## src/rtl/acc_alu.sv

```systemverilog
// acc_alu: accumulator + ALU stage fed by the CPU1 A-operand mux.
// Single-cycle ops write acc/flags at the accept edge; MUL is a WIDTH-cycle
// iterative shift-add whose result becomes visible only on completion.
// Ports:
//   clk, rst        clock, synchronous active-high reset
//   a_in            operand from the A-operand mux
//   alu_op, start   opcode and request (accepted only while busy==0)
//   busy            high while a MUL is iterating
//   done            one-cycle pulse once acc/flags hold a new result
//   acc, prod_hi    accumulator and upper half of the last MUL product
//   zero, carry     registered flags
module acc_alu #(
    parameter int unsigned WIDTH = 8
) (
    input  logic             clk,
    input  logic             rst,
    input  logic [WIDTH-1:0] a_in,
    input  logic [3:0]       alu_op,
    input  logic             start,
    output logic             busy,
    output logic             done,
    output logic [WIDTH-1:0] acc,
    output logic [WIDTH-1:0] prod_hi,
    output logic             zero,
    output logic             carry
);

    localparam int unsigned PW = 2 * WIDTH;
    localparam int unsigned CW = $clog2(WIDTH + 1);

    localparam logic [3:0] OP_LOAD = 4'd1;
    localparam logic [3:0] OP_ADD  = 4'd2;
    localparam logic [3:0] OP_SUB  = 4'd3;
    localparam logic [3:0] OP_AND  = 4'd4;
    localparam logic [3:0] OP_OR   = 4'd5;
    localparam logic [3:0] OP_XOR  = 4'd6;
    localparam logic [3:0] OP_SHL  = 4'd7;
    localparam logic [3:0] OP_SHR  = 4'd8;
    localparam logic [3:0] OP_MUL  = 4'd9;

    typedef enum logic [0:0] {
        S_IDLE = 1'b0,
        S_MUL  = 1'b1
    } state_t;

    state_t           state;
    logic [PW-1:0]    mcand;
    logic [WIDTH-1:0] mplier;
    logic [PW-1:0]    prod;
    logic [CW-1:0]    count;

    logic [WIDTH-1:0] alu_res;
    logic             alu_cy;
    logic             alu_wr;
    logic [WIDTH:0]   ext;
    logic [PW-1:0]    prod_next;

    // Single-cycle result; alu_wr is low for NOP, MUL and undefined opcodes.
    always_comb begin
        alu_res = '0;
        alu_cy  = 1'b0;
        alu_wr  = 1'b0;
        ext     = '0;
        case (alu_op)
            OP_LOAD: begin alu_res = a_in; alu_wr = 1'b1; end
            OP_ADD: begin
                ext     = (WIDTH+1)'(acc) + (WIDTH+1)'(a_in);
                alu_res = ext[WIDTH-1:0];
                alu_cy  = ext[WIDTH];
                alu_wr  = 1'b1;
            end
            OP_SUB: begin
                // bit WIDTH of the widened difference is the unsigned borrow
                ext     = (WIDTH+1)'(acc) - (WIDTH+1)'(a_in);
                alu_res = ext[WIDTH-1:0];
                alu_cy  = ext[WIDTH];
                alu_wr  = 1'b1;
            end
            OP_AND: begin alu_res = acc & a_in; alu_wr = 1'b1; end
            OP_OR:  begin alu_res = acc | a_in; alu_wr = 1'b1; end
            OP_XOR: begin alu_res = acc ^ a_in; alu_wr = 1'b1; end
            OP_SHL: begin
                alu_res = {acc[WIDTH-2:0], 1'b0};
                alu_cy  = acc[WIDTH-1];
                alu_wr  = 1'b1;
            end
            OP_SHR: begin
                alu_res = {1'b0, acc[WIDTH-1:1]};
                alu_cy  = acc[0];
                alu_wr  = 1'b1;
            end
            default: ;
        endcase
    end

    // One shift-add step: add the shifted multiplicand when the multiplier LSB is set.
    assign prod_next = prod + (mplier[0] ? mcand : PW'(0));

    // Control FSM and all datapath registers.
    always_ff @(posedge clk) begin
        if (rst) begin
            state   <= S_IDLE;
            busy    <= 1'b0;
            done    <= 1'b0;
            acc     <= '0;
            prod_hi <= '0;
            zero    <= 1'b1;
            carry   <= 1'b0;
            mcand   <= '0;
            mplier  <= '0;
            prod    <= '0;
            count   <= '0;
        end else begin
            done <= 1'b0;
            case (state)
                S_IDLE: begin
                    if (start) begin
                        if (alu_op == OP_MUL) begin
                            mcand  <= PW'(acc);
                            mplier <= a_in;
                            prod   <= '0;
                            count  <= CW'(WIDTH);
                            busy   <= 1'b1;
                            state  <= S_MUL;
                        end else begin
                            done <= 1'b1;
                            if (alu_wr) begin
                                acc   <= alu_res;
                                carry <= alu_cy;
                                zero  <= (alu_res == '0);
                            end
                        end
                    end
                end
                S_MUL: begin
                    prod   <= prod_next;
                    mcand  <= {mcand[PW-2:0], 1'b0};
                    mplier <= {1'b0, mplier[WIDTH-1:1]};
                    count  <= count - CW'(1);
                    if (count == CW'(1)) begin
                        acc     <= prod_next[WIDTH-1:0];
                        prod_hi <= prod_next[PW-1:WIDTH];
                        carry   <= (prod_next[PW-1:WIDTH] != '0);
                        zero    <= (prod_next[WIDTH-1:0] == '0);
                        busy    <= 1'b0;
                        done    <= 1'b1;
                        state   <= S_IDLE;
                    end
                end
                default: state <= S_IDLE;
            endcase
        end
    end

endmodule

```

## config.mk

```make
export PLATFORM = sky130hd
export DESIGN_NAME = acc_alu
export DESIGN_NICKNAME = d
export VERILOG_FILES = /design/src/rtl/acc_alu.sv
export SDC_FILE = /design/constraint.sdc
export NUM_CORES = 1
export LEC_CHECK = 0
export CAP_MARGIN = 20
export CORE_UTILIZATION = 50
export CTS_CLUSTER_SIZE = 20
export DETAILED_ROUTE_END_ITERATION = 8
export PLACE_DENSITY_LB_ADDON = 0.2
export SETUP_SLACK_MARGIN = 0.3
export SLEW_MARGIN = 20
export SYNTH_ARGS = -nofsm -noshare
export SYNTH_HDL_FRONTEND = slang
export SYNTH_SLANG_ARGS = --single-unit
export TNS_END_PERCENT = 50
```

## constraint.sdc

```tcl
create_clock -name clk -period 2.9 [get_ports clk]
set_input_delay 0.58 -clock clk [delete_from_list [all_inputs] [get_ports clk]]
set_output_delay 0.58 -clock clk [all_outputs]
set_load 0.01 [all_outputs]
```

==> reports/results.ini <==
[outcome]
status = complete, no violations

[logic_synthesis]
yosysSeqAreaShare = 0.270
yosysTopAreaCell = dfxtp_1
syn_area_per_cell_um2 = 7.91
synthArstFlopShare = 0
synth_top_area_share = 0.270
ys_top_cells_by_area = dfxtp_1 27%, ha_1 11%, nor2_1 5.7%
synthTopCellsByCount = 73 x nor2_1, 65 x dfxtp_1, 46 x nand2_1, 42 x ha_1, 39 x a21oi_1
synth_most_common_cell = nor2_1
synth_edf_count = 0
yosys_warnings = 0
syn_nets = 669
synth_cells = 609
synthDistinctLibCells = 73
synth-seq-cells = 65
ys.flop_type = dfxtp_1
syn_area_um2 = 4820

[worst_setup_path]
r2r_setup_slack_ns = 0.24
reg2reg_depth = 11
crit_arrival_ns = 2.89
start_kind = flop
cp_data_required_time_ns = 3.13
worstReg2RegEnd = carry$_SDFFE_PP0P_
crit_fanout = 12
path_class = flop to flop
startpoint = mplier[0]$_SDFFE_PP0P_
setup.worst_path.end_class = flop
crit_end = carry$_SDFFE_PP0P_
r2r-start = mplier[0]$_SDFFE_PP0P_

[global_route]
grt_pass1_vias = 4658
track_usage = 0.296
grt_max_degree = 54
grt_pass1_wl_um = 23300
grt-ovfl-total = 0
grt_antenna_before_repair = 0

[power_and_ir_drop]
p_per_area_nw_per_um2 = 346
pwr-share-seq = 0.423
vdd.ir_drop.worst_uv = 360
p_clk_frac = 0.400
finalPower_w = 0.00217
netSwitchingFraction = 0.271
p_int_w = 0.00158
cellLeakagePower_nw = 2.48
p_comb_frac = 0.178
netSwitchingPower_w = 0.000587

[cts]
ctsLongestPathBuffers = 2
cts_buffers = 9
cts_root_buf = clkbuf_8
clkTransAtPathRegs_ns = 0.08
cts_tree = done
clkSinkCount = 65
insertion_delay_ns = 0.34
cts_hold_buffers = 0
cts_max_level = 3

[sta]
tightest_slew_ns = 0.649
fin_crit_sh = 0.918
fin_hold_ws_ns = 0.457
grt_setup_unrepaired = yes
setup_ws_ns = 0.237
finClkSkew_ns = 0.0136
fin_crit_ns = 2.66
fmax_mhz = 376
hold_viol = 0
finalSetupViolCount = 0
maxSlewViolCount = 0
slew_headroom = 0.567

[final_layout]
antenna_cells = 0
final_nets = 742
final_core_util = 0.676
drive_gt1_frac = 0.233
fin_area_um2 = 6280
area_growth_pct = 30.3

[detailed_routing]
drt_wl_total_um = 14900
ant_nets = 0
vias_per_cell = 6.08
vias = 4963
initialDrtViolationCount = 405
dr.pass1.iters = 5
drc = 0
wire_per_inst_um = 18.3

[placed_design]
place_ws_ns = -0.254
dp_hpwl_um = 10800
dpl_cell_area_um2 = 5630
io_buffers = 34
gp_congestion = 0.950

[worst_hold_path]
hp-class = flop to flop

[run]
drv_cap = 0

[die]
io_pins = 35
fp.dieW_um = 100
start_util = 0.519
dieArea_um2 = 10000
core_area_um2 = 9280
rows = 35
die_h_um = 100

-- metrics by stage --
| stage | TNS [ns] | cells |
|---|---|---|
| finish | 0 | 816 |
| global route | 0 | 816 |
| CTS | 0 | 810 |
| detailed placement | -1.40 | 789 |
| global placement | -0.554 | 789 |
| floorplan | 0 | 609 |
-- power groups by stage --
stage | logic (W) | clock network [W] | registers [W]
after floorplan | 0.000193 | 0 | 0.000939
after global placement | 0.000354 | 0 | 0.000937
after detailed placement | 0.000355 | 0 | 0.000937
after CTS | 0.000364 | 0.000886 | 0.000917
after global routing | 0.000416 | 0.000918 | 0.000918
final | 0.000385 | 0.000867 | 0.000917
-- final cells by class --
| cell class | instances | area, um2 |
|---|---|---|
| clock inverter | 5 | 78.8 |
| clock buffer | 11 | 141 |
| fill | 815 | 3010 |
| multi-input combinational | 466 | 3570 |
| sequential | 65 | 1310 |
| timing repair buffer | 103 | 878 |
| inverter | 37 | 139 |
| tap | 129 | 161 |
-- flip-flops by register name, summed over array words and instances (netlist names), 4 cells and up --
| register | flops |
|---|---|
| count | 4 |
| mplier | 8 |
| prod | 16 |
| mcand | 16 |
| prod_hi | 8 |
| acc | 8 |
-- cell families (layout without fill, tap and decap cells) --
group                      Yosys count  after routing  share of synthesized area
AOI/OAI and AO/OA                  176            176                      0.263
adders and majority gates           45             45                      0.122
xor gates and xnor gates            14             14                     0.0255
muxes                               13             13                     0.0322
buffers and inverters               78            156                     0.0649
and+or+nand+nor                    218            218                      0.223
DFF                                 65             65                      0.270
-- routing by layer --
metal | GRT usage | up-vias | routed length (um)
li1 | - | 2369 | -
met1 | 0.404 | 2361 | 6700
met2 | 0.467 | 200 | 6770
met3 | 0.0592 | 33 | 1050
met4 | 0.100 | 0 | 421
met5 | 0 | - | 0
-- repair_timing --
action / in CTS / in global routing
pin swaps: 8 / 27
gates resized for setup: 29 / 54
hold endpoints to repair: 0 / 0
buffers inserted: 5 / 6
setup endpoints to repair: 10 / 16
-- how the worst min path moves through the flow --
stage,from,to,depth (start not counted)
after global routing,prod[0]$_SDFFE_PP0P_,prod[0]$_SDFFE_PP0P_,2
after CTS,prod_hi[1]$_SDFFE_PP0P_,prod_hi[1]$_SDFFE_PP0P_,2
after floorplan,prod[0]$_SDFFE_PP0P_,prod[0]$_SDFFE_PP0P_,2
after detailed placement,prod_hi[1]$_SDFFE_PP0P_,prod_hi[1]$_SDFFE_PP0P_,2
after global placement,prod[0]$_SDFFE_PP0P_,prod[0]$_SDFFE_PP0P_,2
final,prod_hi[1]$_SDFFE_PP0P_,prod_hi[1]$_SDFFE_PP0P_,2
-- critical path: stages, from the launching register on --
cell and delay [ns]:
dfxtp_2 0.34, buf_6 0.14, and2_1 0.14, ha_1 0.36
and3_4 0.20, a211o_4 0.37, nor3_1 0.20, nor3_1 0.08
buf_4 0.16, nor2_2 0.10, nor4bb_4 0.36, a21oi_1 0.11
-- cell usage in the layout (no fill, tap or decap), types with 6 or more instances in the layout --
cell,count
nor3_1,20
nor2b_1,9
clkdlybuf4s50_1,30
o21ai_1,8
mux2i_1,10
ha_1,28
a22oi_1,27
ha_4,6
dfxtp_1,62
o21ai_0,18
buf_4,66
o211ai_1,8
a21oi_1,37
ha_2,8
a222oi_1,14
nor2_1,72
clkbuf_8,10
xnor2_1,10
nand2b_1,6
inv_1,32
nand2_1,46
nand3_1,13
and2_1,16
Note: power is estimated with default switching activity, not from simulation.
